--- src/rtl/axis_rr_arbiter_if.sv ---
`default_nettype none
// ============================================================================
//  Module      : axis_rr_arbiter_if
//  Description : Signal bundle for axis_rr_arbiter. Carries the NUM_STREAMS
//                input AXI-Stream channels (flattened, stream i in bit i /
//                data slice [i*DW +: DW]) and the single arbitrated output
//                channel with its source index (tid).
//                  master : the arbiter side (drives input readys and the
//                           output beat)
//                  slave  : the environment side (producers and sink)
//  Revision    : 1.0 - initial release
// ============================================================================
interface axis_rr_arbiter_if #(
    parameter int AXIS_BYTES  = 1,
    parameter int NUM_STREAMS = 4
);
    localparam int c_DW  = AXIS_BYTES * 8;
    localparam int c_IDW = $clog2(NUM_STREAMS);

    logic [NUM_STREAMS-1:0]      axis_i_tready;
    logic [NUM_STREAMS-1:0]      axis_i_tvalid;
    logic [NUM_STREAMS-1:0]      axis_i_tlast;
    logic [NUM_STREAMS*c_DW-1:0] axis_i_tdata;

    logic                        axis_o_tready;
    logic                        axis_o_tvalid;
    logic                        axis_o_tlast;
    logic [c_DW-1:0]             axis_o_tdata;
    logic [c_IDW-1:0]            axis_o_tid;

    modport master (
        output axis_i_tready,
        input  axis_i_tvalid,
        input  axis_i_tlast,
        input  axis_i_tdata,
        input  axis_o_tready,
        output axis_o_tvalid,
        output axis_o_tlast,
        output axis_o_tdata,
        output axis_o_tid
    );

    modport slave (
        input  axis_i_tready,
        output axis_i_tvalid,
        output axis_i_tlast,
        output axis_i_tdata,
        output axis_o_tready,
        input  axis_o_tvalid,
        input  axis_o_tlast,
        input  axis_o_tdata,
        input  axis_o_tid
    );
endinterface
`default_nettype wire

--- src/rtl/axis_rr_arbiter.sv ---
`default_nettype none
// ============================================================================
//  Module      : axis_rr_arbiter
//  Description : Packet-level round-robin arbiter sharing one AXI-Stream
//                output between NUM_STREAMS inputs. A grant is held from the
//                first beat of a packet until its tlast beat is accepted, so
//                packets never interleave. The output is a single register
//                stage that can be drained and reloaded in the same cycle.
//  Ports       : clk    - rising-edge clock
//                sreset - synchronous reset, active high
//                axis   - axis_rr_arbiter_if.master bundle:
//                         axis_i_* per-stream inputs (ready driven here),
//                         axis_o_* registered output beat plus source tid
//  Revision    : 1.0 - initial release
// ============================================================================
module axis_rr_arbiter #(
    parameter int AXIS_BYTES  = 1,
    parameter int NUM_STREAMS = 4
) (
    input  logic              clk,
    input  logic              sreset,
    axis_rr_arbiter_if.master axis
);
    localparam int c_DW  = AXIS_BYTES * 8;
    localparam int c_IDW = $clog2(NUM_STREAMS);

    typedef enum logic [0:0] {
        ST_IDLE   = 1'b0,
        ST_LOCKED = 1'b1
    } state_t;

    state_t                 r_state;
    logic [c_IDW-1:0]       r_grant;
    logic [c_IDW-1:0]       r_last_grant;
    logic                   r_o_tvalid;
    logic                   r_o_tlast;
    logic [c_DW-1:0]        r_o_tdata;
    logic [c_IDW-1:0]       r_o_tid;

    logic                   w_reg_ready;
    logic                   w_any_req;
    logic                   w_sel_valid;
    logic                   w_sel_last;
    logic [c_DW-1:0]        w_sel_data;
    logic                   w_load;
    logic [NUM_STREAMS-1:0] w_tready;
    logic [c_IDW-1:0]       w_winner;
    logic [c_IDW-1:0]       w_cand;

    // Output register has room when it is empty or being drained this cycle.
    assign w_reg_ready = !r_o_tvalid || axis.axis_o_tready;
    assign w_any_req   = |axis.axis_i_tvalid;

    // Round-robin search starting just after the last grant. Candidates are
    // visited from farthest to nearest so the final overwrite is the first
    // requesting stream in wrap-around order.
    always_comb begin
        w_winner = r_last_grant;
        w_cand   = '0;
        for (int k = NUM_STREAMS; k >= 1; k--) begin
            if (int'(r_last_grant) + k >= NUM_STREAMS) begin
                w_cand = c_IDW'(int'(r_last_grant) + k - NUM_STREAMS);
            end else begin
                w_cand = c_IDW'(int'(r_last_grant) + k);
            end
            if (axis.axis_i_tvalid[w_cand]) begin
                w_winner = w_cand;
            end
        end
    end

    // Select the granted stream and steer ready to it alone.
    always_comb begin
        w_sel_valid = 1'b0;
        w_sel_last  = 1'b0;
        w_sel_data  = '0;
        w_tready    = '0;
        for (int i = 0; i < NUM_STREAMS; i++) begin
            if (r_grant == c_IDW'(i)) begin
                w_sel_valid = axis.axis_i_tvalid[i];
                w_sel_last  = axis.axis_i_tlast[i];
                w_sel_data  = axis.axis_i_tdata[i*c_DW +: c_DW];
                w_tready[i] = (r_state == ST_LOCKED) && w_reg_ready;
            end
        end
    end

    assign w_load = (r_state == ST_LOCKED) && w_sel_valid && w_reg_ready;

    // Arbitration state and output-valid flag.
    always_ff @(posedge clk) begin
        if (sreset) begin
            r_state      <= ST_IDLE;
            r_last_grant <= c_IDW'(NUM_STREAMS - 1);
            r_o_tvalid   <= 1'b0;
        end else begin
            case (r_state)
                ST_IDLE: begin
                    if (w_any_req) begin
                        r_grant      <= w_winner;
                        r_last_grant <= w_winner;
                        r_state      <= ST_LOCKED;
                    end
                end
                ST_LOCKED: begin
                    // Requests raised during this cycle are seen in the
                    // following IDLE cycle.
                    if (w_load && w_sel_last) begin
                        r_state <= ST_IDLE;
                    end
                end
                default: r_state <= ST_IDLE;
            endcase

            if (w_load) begin
                r_o_tvalid <= 1'b1;
            end else if (axis.axis_o_tready) begin
                r_o_tvalid <= 1'b0;
            end
        end
    end

    // Payload needs no reset; it is qualified by r_o_tvalid.
    always_ff @(posedge clk) begin
        if (w_load) begin
            r_o_tdata <= w_sel_data;
            r_o_tlast <= w_sel_last;
            r_o_tid   <= r_grant;
        end
    end

    assign axis.axis_i_tready = w_tready;
    assign axis.axis_o_tvalid = r_o_tvalid;
    assign axis.axis_o_tlast  = r_o_tlast;
    assign axis.axis_o_tdata  = r_o_tdata;
    assign axis.axis_o_tid    = r_o_tid;

endmodule
`default_nettype wire

--- src/flat_wrapper.sv ---
// flat-port wrapper written by rule: the top's interface ports become plain ports
module axis_rr_arbiter_flat 
#(
    parameter int AXIS_BYTES  = 1,
    parameter int NUM_STREAMS = 4
)
  (clk, sreset, axis_axis_i_tready, axis_axis_i_tvalid, axis_axis_i_tlast, axis_axis_i_tdata, axis_axis_o_tready, axis_axis_o_tvalid, axis_axis_o_tlast, axis_axis_o_tdata, axis_axis_o_tid);
  axis_rr_arbiter_if #(.AXIS_BYTES(AXIS_BYTES), .NUM_STREAMS(NUM_STREAMS)) axis_i ();
  input  logic clk;
  input  logic sreset;
  output wire logic [$bits(axis_i.axis_i_tready)-1:0] axis_axis_i_tready;
  input wire logic [$bits(axis_i.axis_i_tvalid)-1:0] axis_axis_i_tvalid;
  input wire logic [$bits(axis_i.axis_i_tlast)-1:0] axis_axis_i_tlast;
  input wire logic [$bits(axis_i.axis_i_tdata)-1:0] axis_axis_i_tdata;
  input wire logic [$bits(axis_i.axis_o_tready)-1:0] axis_axis_o_tready;
  output wire logic [$bits(axis_i.axis_o_tvalid)-1:0] axis_axis_o_tvalid;
  output wire logic [$bits(axis_i.axis_o_tlast)-1:0] axis_axis_o_tlast;
  output wire logic [$bits(axis_i.axis_o_tdata)-1:0] axis_axis_o_tdata;
  output wire logic [$bits(axis_i.axis_o_tid)-1:0] axis_axis_o_tid;
  assign axis_axis_i_tready = axis_i.axis_i_tready;
  assign axis_i.axis_i_tvalid = axis_axis_i_tvalid;
  assign axis_i.axis_i_tlast = axis_axis_i_tlast;
  assign axis_i.axis_i_tdata = axis_axis_i_tdata;
  assign axis_i.axis_o_tready = axis_axis_o_tready;
  assign axis_axis_o_tvalid = axis_i.axis_o_tvalid;
  assign axis_axis_o_tlast = axis_i.axis_o_tlast;
  assign axis_axis_o_tdata = axis_i.axis_o_tdata;
  assign axis_axis_o_tid = axis_i.axis_o_tid;
  axis_rr_arbiter #(.AXIS_BYTES(AXIS_BYTES), .NUM_STREAMS(NUM_STREAMS)) u_core (.clk(clk), .sreset(sreset), .axis(axis_i));
endmodule
--- config.mk ---
export PLATFORM = sky130hd
export DESIGN_NAME = axis_rr_arbiter_flat
export DESIGN_NICKNAME = d
export VERILOG_FILES = /design/src/rtl/axis_rr_arbiter_if.sv /design/src/rtl/axis_rr_arbiter.sv /design/src/flat_wrapper.sv
export SDC_FILE = /design/constraint.sdc
export NUM_CORES = 1
export LEC_CHECK = 0
export BUFFER_PORTS_ARGS = -buffer_cell sky130_fd_sc_hd__clkbuf_2
export CORE_ASPECT_RATIO = 1.75
export CORE_UTILIZATION = 37
export DETAILED_ROUTE_END_ITERATION = 7
export GPL_ROUTABILITY_DRIVEN = 0
export PLACE_DENSITY = 0.74
export SLEW_MARGIN = 5
export SYNTH_ARGS = -nofsm -noshare
export SYNTH_HDL_FRONTEND = slang
export SYNTH_SLANG_ARGS = --single-unit
--- constraint.sdc ---
create_clock -name clk -period 1.82 [get_ports clk]
set_clock_uncertainty 0.2 [all_clocks]
set_input_delay 0.273 -clock clk [delete_from_list [all_inputs] [get_ports clk]]
set_output_delay 0.273 -clock clk [all_outputs]
set_load 0.01 [all_outputs]
# == Yosys cells after proc, flatten, opt, wreduce, memory -nomap -nowiden ==
# Index checks and enable logic that the tools add are counted.
# Widths: inputs -> output; s select.
# word_totals
ff_bits,17
inputBits,43
out_inout_bits,16
wordCells,76
# classes
n_addsub,8
magnitude_cmp,8
n_eq_ne,3
mux,37
bitwise,2
reduce_logical,11
# ops
cell,n
$mux 8,4
$mux 1,20
$mux 2,8
$lt 2x3->1 const B,4
$ge 3x3->1 const B,3
$bmux 1 s2,4
$sub 2x1->2 const B,4
$add 2x2->3 const B,2
$add 2x3->4 const B,1
$eq 2x2->1 const B,2
$ge 4x3->1 const B,1
$logic_and 1x1->1,4
$reduce_or 4->1,1
$add 2x1->3 const B,1
$reduce_and 3->1,1
$eq 2x1->1 const B,1
$logic_not 2->1,1
$not 1->1,2
$pmux 1 s2,1
$reduce_and 2->1,1
$reduce_bool 2->1,1
$logic_not 1->1,1
$logic_or 1x1->1,1

# == Longest topological paths before layout ==
# Gate-level depths: netlist of the first run.
# depth
word_depth,10
depth_mapped,5
ltp_nobuf,4

# == Worst setup path before layout of the first run ==
# Ideal clock, no wire load.
# synth_timing
path_kind,flip-flop to flip-flop
from,register u_core.r_grant[0]
to,"register u_core.r_o_tdata[0] (netlist: u_core.axis.axis_o_tdata[0]), enable pin"
setup_time_ns,0.374
arrival_ns,1.190
t_required_ns,1.246
slack_ns,0.056
path_stages_with_launch,5
n_path_buf,1
period_less_slack_ns,1.764
path_cell_list,edfxtp_1 > buf_6 > nor2b_1 > a2bb2oi_1 > o22ai_2
# synth_between
elab_chain_len,7
word_cells_on_any_way,10
cone_classes,eq/ne: 3; mux: 4; reduce/logical: 3
# synth_lines
element,line_no,rtl
"start, declared",axis_rr_arbiter.sv:33,logic [c_IDW-1:0] r_grant;
"start signal, assigned",axis_rr_arbiter.sv:100,r_grant <= w_winner;
$logic_not 2->1,axis_rr_arbiter.sv:79,if (r_grant == c_IDW'(i)) begin
$mux 1 (3 in series),axis_rr_arbiter.sv:79,
$mux 1 *,axis_rr_arbiter.sv:79,
$logic_and 1x1->1 * (2 in series),axis_rr_arbiter.sv:88,assign w_load = (r_state == ST_LOCKED) && w_sel_valid && w_reg_ready;
net u_core.w_load,axis_rr_arbiter.sv:45,logic w_load;
"end signal, assigned",axis_rr_arbiter.sv:126,r_o_tdata <= w_sel_data;
"end, declared",axis_rr_arbiter.sv:37,logic [c_DW-1:0] r_o_tdata;
# The timed path passes the listed nets; every way through them passes the cells marked *.
# A chain may end at the register's enable or synchronous reset.

# == Worst setup path after layout of the first run ==
# layout_timing
from,register u_core.r_grant[0]
to,output axis_axis_i_tready[1]
# layout_between
elab_chain_len,2
# layout_lines
element,line_no,rtl
$eq 2x1->1,axis_rr_arbiter.sv:79,
$mux 1,axis_rr_arbiter.sv:79,
"end, declared",flat_wrapper.sv:11,output wire logic [$bits(axis_i.axis_i_tready)-1:0] axis_axis_i_tready;
# Every way passes these cells.

==> results.sh, run 1 <==
export IMPL_dp_cells=152
export IMPL_die_width_um=40.0
export IMPL_utilization_pct=57.0
export IMPL_crit_path_end_kind="primary output"
export IMPL_drt_antenna_violating_nets=0
export IMPL_fillers=207
export IMPL_drt_iter0_drc=10
export IMPL_critPathMostFrequentCell="buf_4"
export IMPL_ios=59
export IMPL_coreArea_um2=2330
export IMPL_hp_class="in -> reg"
export IMPL_ff2ff_path_depth=3
export IMPL_startpoint_type="register"
export IMPL_nNetsFinal=175
export IMPL_power_w=0.00101
export IMPL_cp_slowest_cell="edfxtp_1"
export IMPL_dr_pass1_iters=4
export IMPL_avgSynthCellArea_um2=13.8
export IMPL_leakage_nw=0.598
export IMPL_yosysTopAreaCellShare_pct=41.7
export IMPL_layoutNonFillerInstCount=156
export IMPL_synth_area_um2=936
export IMPL_grt_overflow=0
export IMPL_worstSetupPathType="reg -> out"
export IMPL_synth_area_leaders="edfxtp_1, mux4_2, dfxtp_1"
export IMPL_final_common_cell="clkbuf_2"
export IMPL_diodes=0
export IMPL_rsz0062_at_grt="no"
export IMPL_grt_use_total_pct=17.8
export IMPL_setup_viol=0
export IMPL_tns_ns=0
export IMPL_hold_end="u_core.r_state"
export IMPL_power_density_nw_per_um2=758
export IMPL_grt_max_degree=14
export IMPL_hold_viol=0
export IMPL_setup_ws_ns=0.0781
export IMPL_yosysWarningCount=0
export IMPL_synth_seq_cells=17
export IMPL_drc_errors=0
export IMPL_initial_core_util_pct=40.2
export IMPL_drt_vias_per_instance=5.37
export IMPL_clk_path_buf_depth=2
export IMPL_slowest_delay_ns=0.36
export IMPL_post_route_period_util_pct=95.7
export IMPL_htree_levels=1
export IMPL_timing_rr_start="u_core.r_grant[0]"
export IMPL_fp_dieArea_um2=2740
export IMPL_antenna_found_initial=0
export IMPL_yosys_area_top_type="edfxtp_1"
export IMPL_vdd_drop_max_mv=0.582
export IMPL_syn_nets=111
export IMPL_wire_per_inst_um=14.7
export IMPL_r2r_setup_slack_ns=0.09
export IMPL_min_period_ns=1.74
export IMPL_cp_data_required_time_ns=1.35
export IMPL_path_clk_slew_ns=0.06
export IMPL_dp_final_hpwl_um=1910
export IMPL_root_buffer="clkbuf_8"
export IMPL_rows=23
export IMPL_cts_sink_count=17
export IMPL_clkLatencyLatePin_ns=0.24
export IMPL_crit_chain="buf_4 > inv_1 > buf_4 > nor3_1 > buf_2"
export IMPL_crit_buf_inv=4
export IMPL_rr_endpoint="u_core.r_state"
export IMPL_grt_pass1_vias=789
export IMPL_crit_arrival_ns=1.27
export IMPL_cts_setup_buffers=0
export IMPL_syn2layout_area_growth_pct=42.0
export IMPL_drive_gt1_share_pct=59.5
export IMPL_status="finished, final reports clean"
export IMPL_dp_slack_ns=0.0270
export IMPL_cp_max_fo=5
export IMPL_tightest_slew_ns=0.506
export IMPL_final_cell_mix="clkbuf_2, edfxtp_1, mux4_2, nor3_1"
export IMPL_hp_start="sreset"
export IMPL_cap_violations=0
export IMPL_cts_buffers=3
export IMPL_slew_headroom_pct=66.0
export IMPL_io_buffers=58
export IMPL_slew_viol_final=0
export IMPL_syn_inst=68
export IMPL_cts_hold_buf=0
export IMPL_dieHeight_um=68.5
export IMPL_cts_tree="yes"
export IMPL_num_vias=838
export IMPL_yosysSeqAreaShare_pct=50.3
export IMPL_wl_um=2290
export IMPL_holdPathStages=2
export IMPL_grt_pass1_wl_um=3240
export IMPL_critical_path_top_delay_family="buffers and inverters"
export IMPL_max_freq_mhz=574
export IMPL_ys_types=26
==> power breakdown <==
| group | internal [W] | leakage, nW | switching (W) |
|---|---|---|---|
| Sequential | 0.000468 | 0.155 | 0.0000231 |
| Clock | 0.000155 | 0.0228 | 0.000110 |
| Combinational | 0.000133 | 0.420 | 0.000118 |
==> cells in the mapped netlist <==
library cell and count:
mux4_2 8, nor4_1 1, nor2b_1 4, inv_1 2
buf_6 1, a2bb2oi_1 1, mux2i_1 1, a311oi_2 1
nand3_1 2, a21oi_1 3, nor3_1 7, o21ai_0 1
edfxtp_1 13, nor2_1 5, o311ai_1 1, o31a_1 1
nor3b_1 1, o21ba_2 1, nand2_1 2, mux4_1 1
clkbuf_1 2, and3b_1 1, buf_4 1, nand2b_1 2
o22ai_2 1, dfxtp_1 4
==> final cells by class <==
type	count	area [um2]	area share, %
clock buffer	4	45.0	3.39
inverter	2	7.51	0.565
multi-input combinational	45	447	33.6
sequential	17	470	35.4
tap	25	31.3	2.35
timing repair buffer	63	328	24.7
==> worst max-delay path by stage <==
stage / from / to / slack (ns) / depth (start not counted)
2_1_floorplan: u_core.r_grant[0] / u_core.axis.axis_o_tdata[0] / 0.06 / 4
3_3_place_gp: axis_axis_o_tready / u_core.axis.axis_o_tdata[3] / 0.07 / 4
3_5_place_dp: u_core.r_grant[0] / u_core.axis.axis_o_tid[0] / 0.03 / 4
4_1_cts: u_core.r_grant[0] / axis_axis_i_tready[1] / 0.06 / 5
5_1_grt: u_core.r_grant[0] / axis_axis_i_tready[1] / 0.01 / 5
6_report: u_core.r_grant[0] / axis_axis_i_tready[1] / 0.08 / 5
==> logic make-up (layout without fill, tap and decap cells) <==
| family | after synthesis | after routing | synth area share, % |
|---|---|---|---|
| compound gates | 10 | 10 | 8.96 |
| flops | 17 | 17 | 50.3 |
| mux | 10 | 10 | 23.1 |
| simple gates | 25 | 25 | 14.0 |
| buf+inv | 6 | 69 | 3.61 |
==> state kept, by name (all words and copies together), names as in the netlist <==
signal	flops
u_core.axis.axis_o_tdata	8
u_core.axis.axis_o_tid	2
u_core.r_grant	2
u_core.r_last_grant	2
u_core.axis.axis_o_tlast	1
u_core.axis.axis_o_tvalid	1
u_core.r_state	1
==> routing by layer <==
layer	global-route usage [%]	wire length, um	share of wire [%]
met5	0	0	0
met3	1.92	148	6.5
met4	6.47	26	1.1
met2	35.3	1330	58
met1	17.0	788	34
==> through the flow <==
step	area, um2	hold WS [ns]
6_report	1330	0.0813
5_1_grt	1330	0.0921
4_1_cts	1330	0.0736
3_5_place_dp	1270	0.330
3_3_place_gp	1270	0.323
2_1_floorplan	936	0.141
==> timing repair <==
action	CTS	global route
hold endpoints to repair	0	0
endpoints found under the setup margin	13	1
pin swaps	1	0
resized for setup	2	1
No activity file was read; power rests on OpenSTA's default activity.
==> run 2: changes to the inputs <==
==> constraint.sdc (replaced) <==
create_clock -name clk -period 1.82 [get_ports clk]
set_clock_uncertainty 0.2 [all_clocks]
set_input_delay 0.182 -clock clk [delete_from_list [all_inputs] [get_ports clk]]
set_output_delay 0.182 -clock clk [all_outputs]
set_load 0.01 [all_outputs]
==> run 2 against run 1 <==
Compared with the run above: critical path depth shrank 2; routed wire length up 2.7%; clock power grew 4%; design area is 1.1% higher; setup slack gained 0.0082 ns; sequential share of layout area is 0.40 points lower; count of clock-buffer cells in the layout unchanged; critical path type is now reg -> reg; highest routed layer unchanged.
==> results.sh, run 2 (synthesis results as in run 1) <==
export IMPL_syn2layout_area_growth_pct=43.6
export IMPL_final_cell_mix="clkbuf_2, edfxtp_1, mux4_2, nor3_1"
export IMPL_dpl_cell_area_um2=1270
export IMPL_worstSetupPathType="reg -> reg"
export IMPL_drc_errors=0
export IMPL_wl_um=2350
export IMPL_htree_levels=1
export IMPL_slew_viol_final=0
export IMPL_layoutNonFillerInstCount=157
export IMPL_cts_buffers=3
export IMPL_slew_headroom_pct=66.7
export IMPL_diodes=0
export IMPL_setup_viol=0
export IMPL_startpoint_type="register"
export IMPL_vdd_drop_max_mv=0.605
export IMPL_timing_rr_start="u_core.r_grant[0]"
export IMPL_crit_path_end_kind="register"
export IMPL_dp_final_hpwl_um=1900
export IMPL_drt_iter0_drc=13
export IMPL_slowest_delay_ns=0.56
export IMPL_cp_slowest_cell="mux4_2"
export IMPL_clkLatencyLatePin_ns=0.25
export IMPL_cp_data_required_time_ns=1.79
export IMPL_antenna_found_initial=0
export IMPL_cts_sink_count=17
export IMPL_max_freq_mhz=577
export IMPL_final_common_cell="clkbuf_2"
export IMPL_ios=59
export IMPL_rows=23
export IMPL_io_buffers=58
export IMPL_cts_tree="yes"
export IMPL_power_density_nw_per_um2=758
export IMPL_hold_viol=0
export IMPL_crit_arrival_ns=1.70
export IMPL_drive_gt1_share_pct=59.8
export IMPL_dieHeight_um=68.5
export IMPL_grt_pass1_wl_um=3320
export IMPL_post_route_period_util_pct=95.3
export IMPL_crit_path_start="u_core.r_grant[0]"
export IMPL_nNetsFinal=176
export IMPL_dp_cells=152
export IMPL_largest_reg_flops=8
export IMPL_die_width_um=40.0
export IMPL_grt_use_total_pct=18.4
export IMPL_power_w=0.00102
export IMPL_cap_violations=0
export IMPL_hp_start="axis_axis_o_tready"
export IMPL_wire_per_inst_um=15.0
export IMPL_drt_antenna_violating_nets=0
export IMPL_status="finished, final reports clean"
export IMPL_coreArea_um2=2330
export IMPL_grt_pass1_vias=804
export IMPL_hp_class="in -> reg"
export IMPL_dr_pass1_iters=4
export IMPL_crit_chain="buf_4 > mux4_2 > a311oi_2"
export IMPL_clk_path_buf_depth=2
export IMPL_cts_setup_buffers=0
export IMPL_num_vias=840
export IMPL_grt_max_degree=14
export IMPL_design_area_um2=1340
export IMPL_root_buffer="clkbuf_8"
export IMPL_rsz0062_at_grt="no"
export IMPL_initial_core_util_pct=40.2
export IMPL_min_period_ns=1.73
export IMPL_grt_overflow=0
export IMPL_utilization_pct=57.6
export IMPL_path_clk_slew_ns=0.06
export IMPL_fp_dieArea_um2=2740
export IMPL_tns_ns=0
export IMPL_tightest_slew_ns=0.495
export IMPL_drt_vias_per_instance=5.35
export IMPL_cp_max_fo=10
export IMPL_leakage_nw=0.602
-- run 2: worst paths after layout --
path,cells past startpoint,endpoint,slack (ns)
min reg2reg,2,u_core.r_last_grant[0],0.38
max reg2reg,3,u_core.r_state,0.09
min,3,u_core.axis.axis_o_tvalid,0.1
max,3,u_core.r_state,0.09
-- run 2: cell type report --
cell class                 instances  area (um2)
fill                             194         987
inverter                           2        7.51
sequential                        17         470
tap                               25        31.3
clock buffer                       4        45.0
timing repair buffer              64         338
multi-input combinational         45         452
-- run 2: routing by layer --
layer / up-vias / share of wire, % / GRT usage (%) / wire [um]
met3: 6 / 7.0 / 1.92 / 165
met1: 391 / 34 / 16.7 / 789
met2: 44 / 58 / 35.3 / 1350
met5: - / 0 / 0 / 0
li1: 399 / - / - / -
met4: 0 / 1.8 / 11.2 / 42
-- run 2: critical path, delay by kind of cell, from the launching register on --
kind,cells,cell delay [ns]
DFF,1,0.39
AOI/OAI and AO/OA,1,0.26
buffers and inverters,1,0.24
muxes,1,0.56
-- run 2: what timing repair did --
action                                  CTS  global route
endpoints found under the hold margin     1             0
hold buffers                              1             0
endpoints found under the setup margin   13             1
resized for setup                         2             1
cloned                                    0             0
-- run 2: power by group --
group          leakage, nW  internal [W]  switching (W)
combinational        0.424      0.000135       0.000119
clock               0.0228      0.000155       0.000119
sequential           0.155      0.000468      0.0000231
-- run 2: per-stage QoR --
stage / setup WS (ns) / hold slack (ns)
after CTS: 0.0851 / 0.0979
after floorplan: 0.0561 / 0.0499
after global placement: 0.0600 / 0.234
after detailed placement: -0.0272 / 0.242
final: 0.0863 / 0.0953
after global routing: 0.0237 / 0.0934
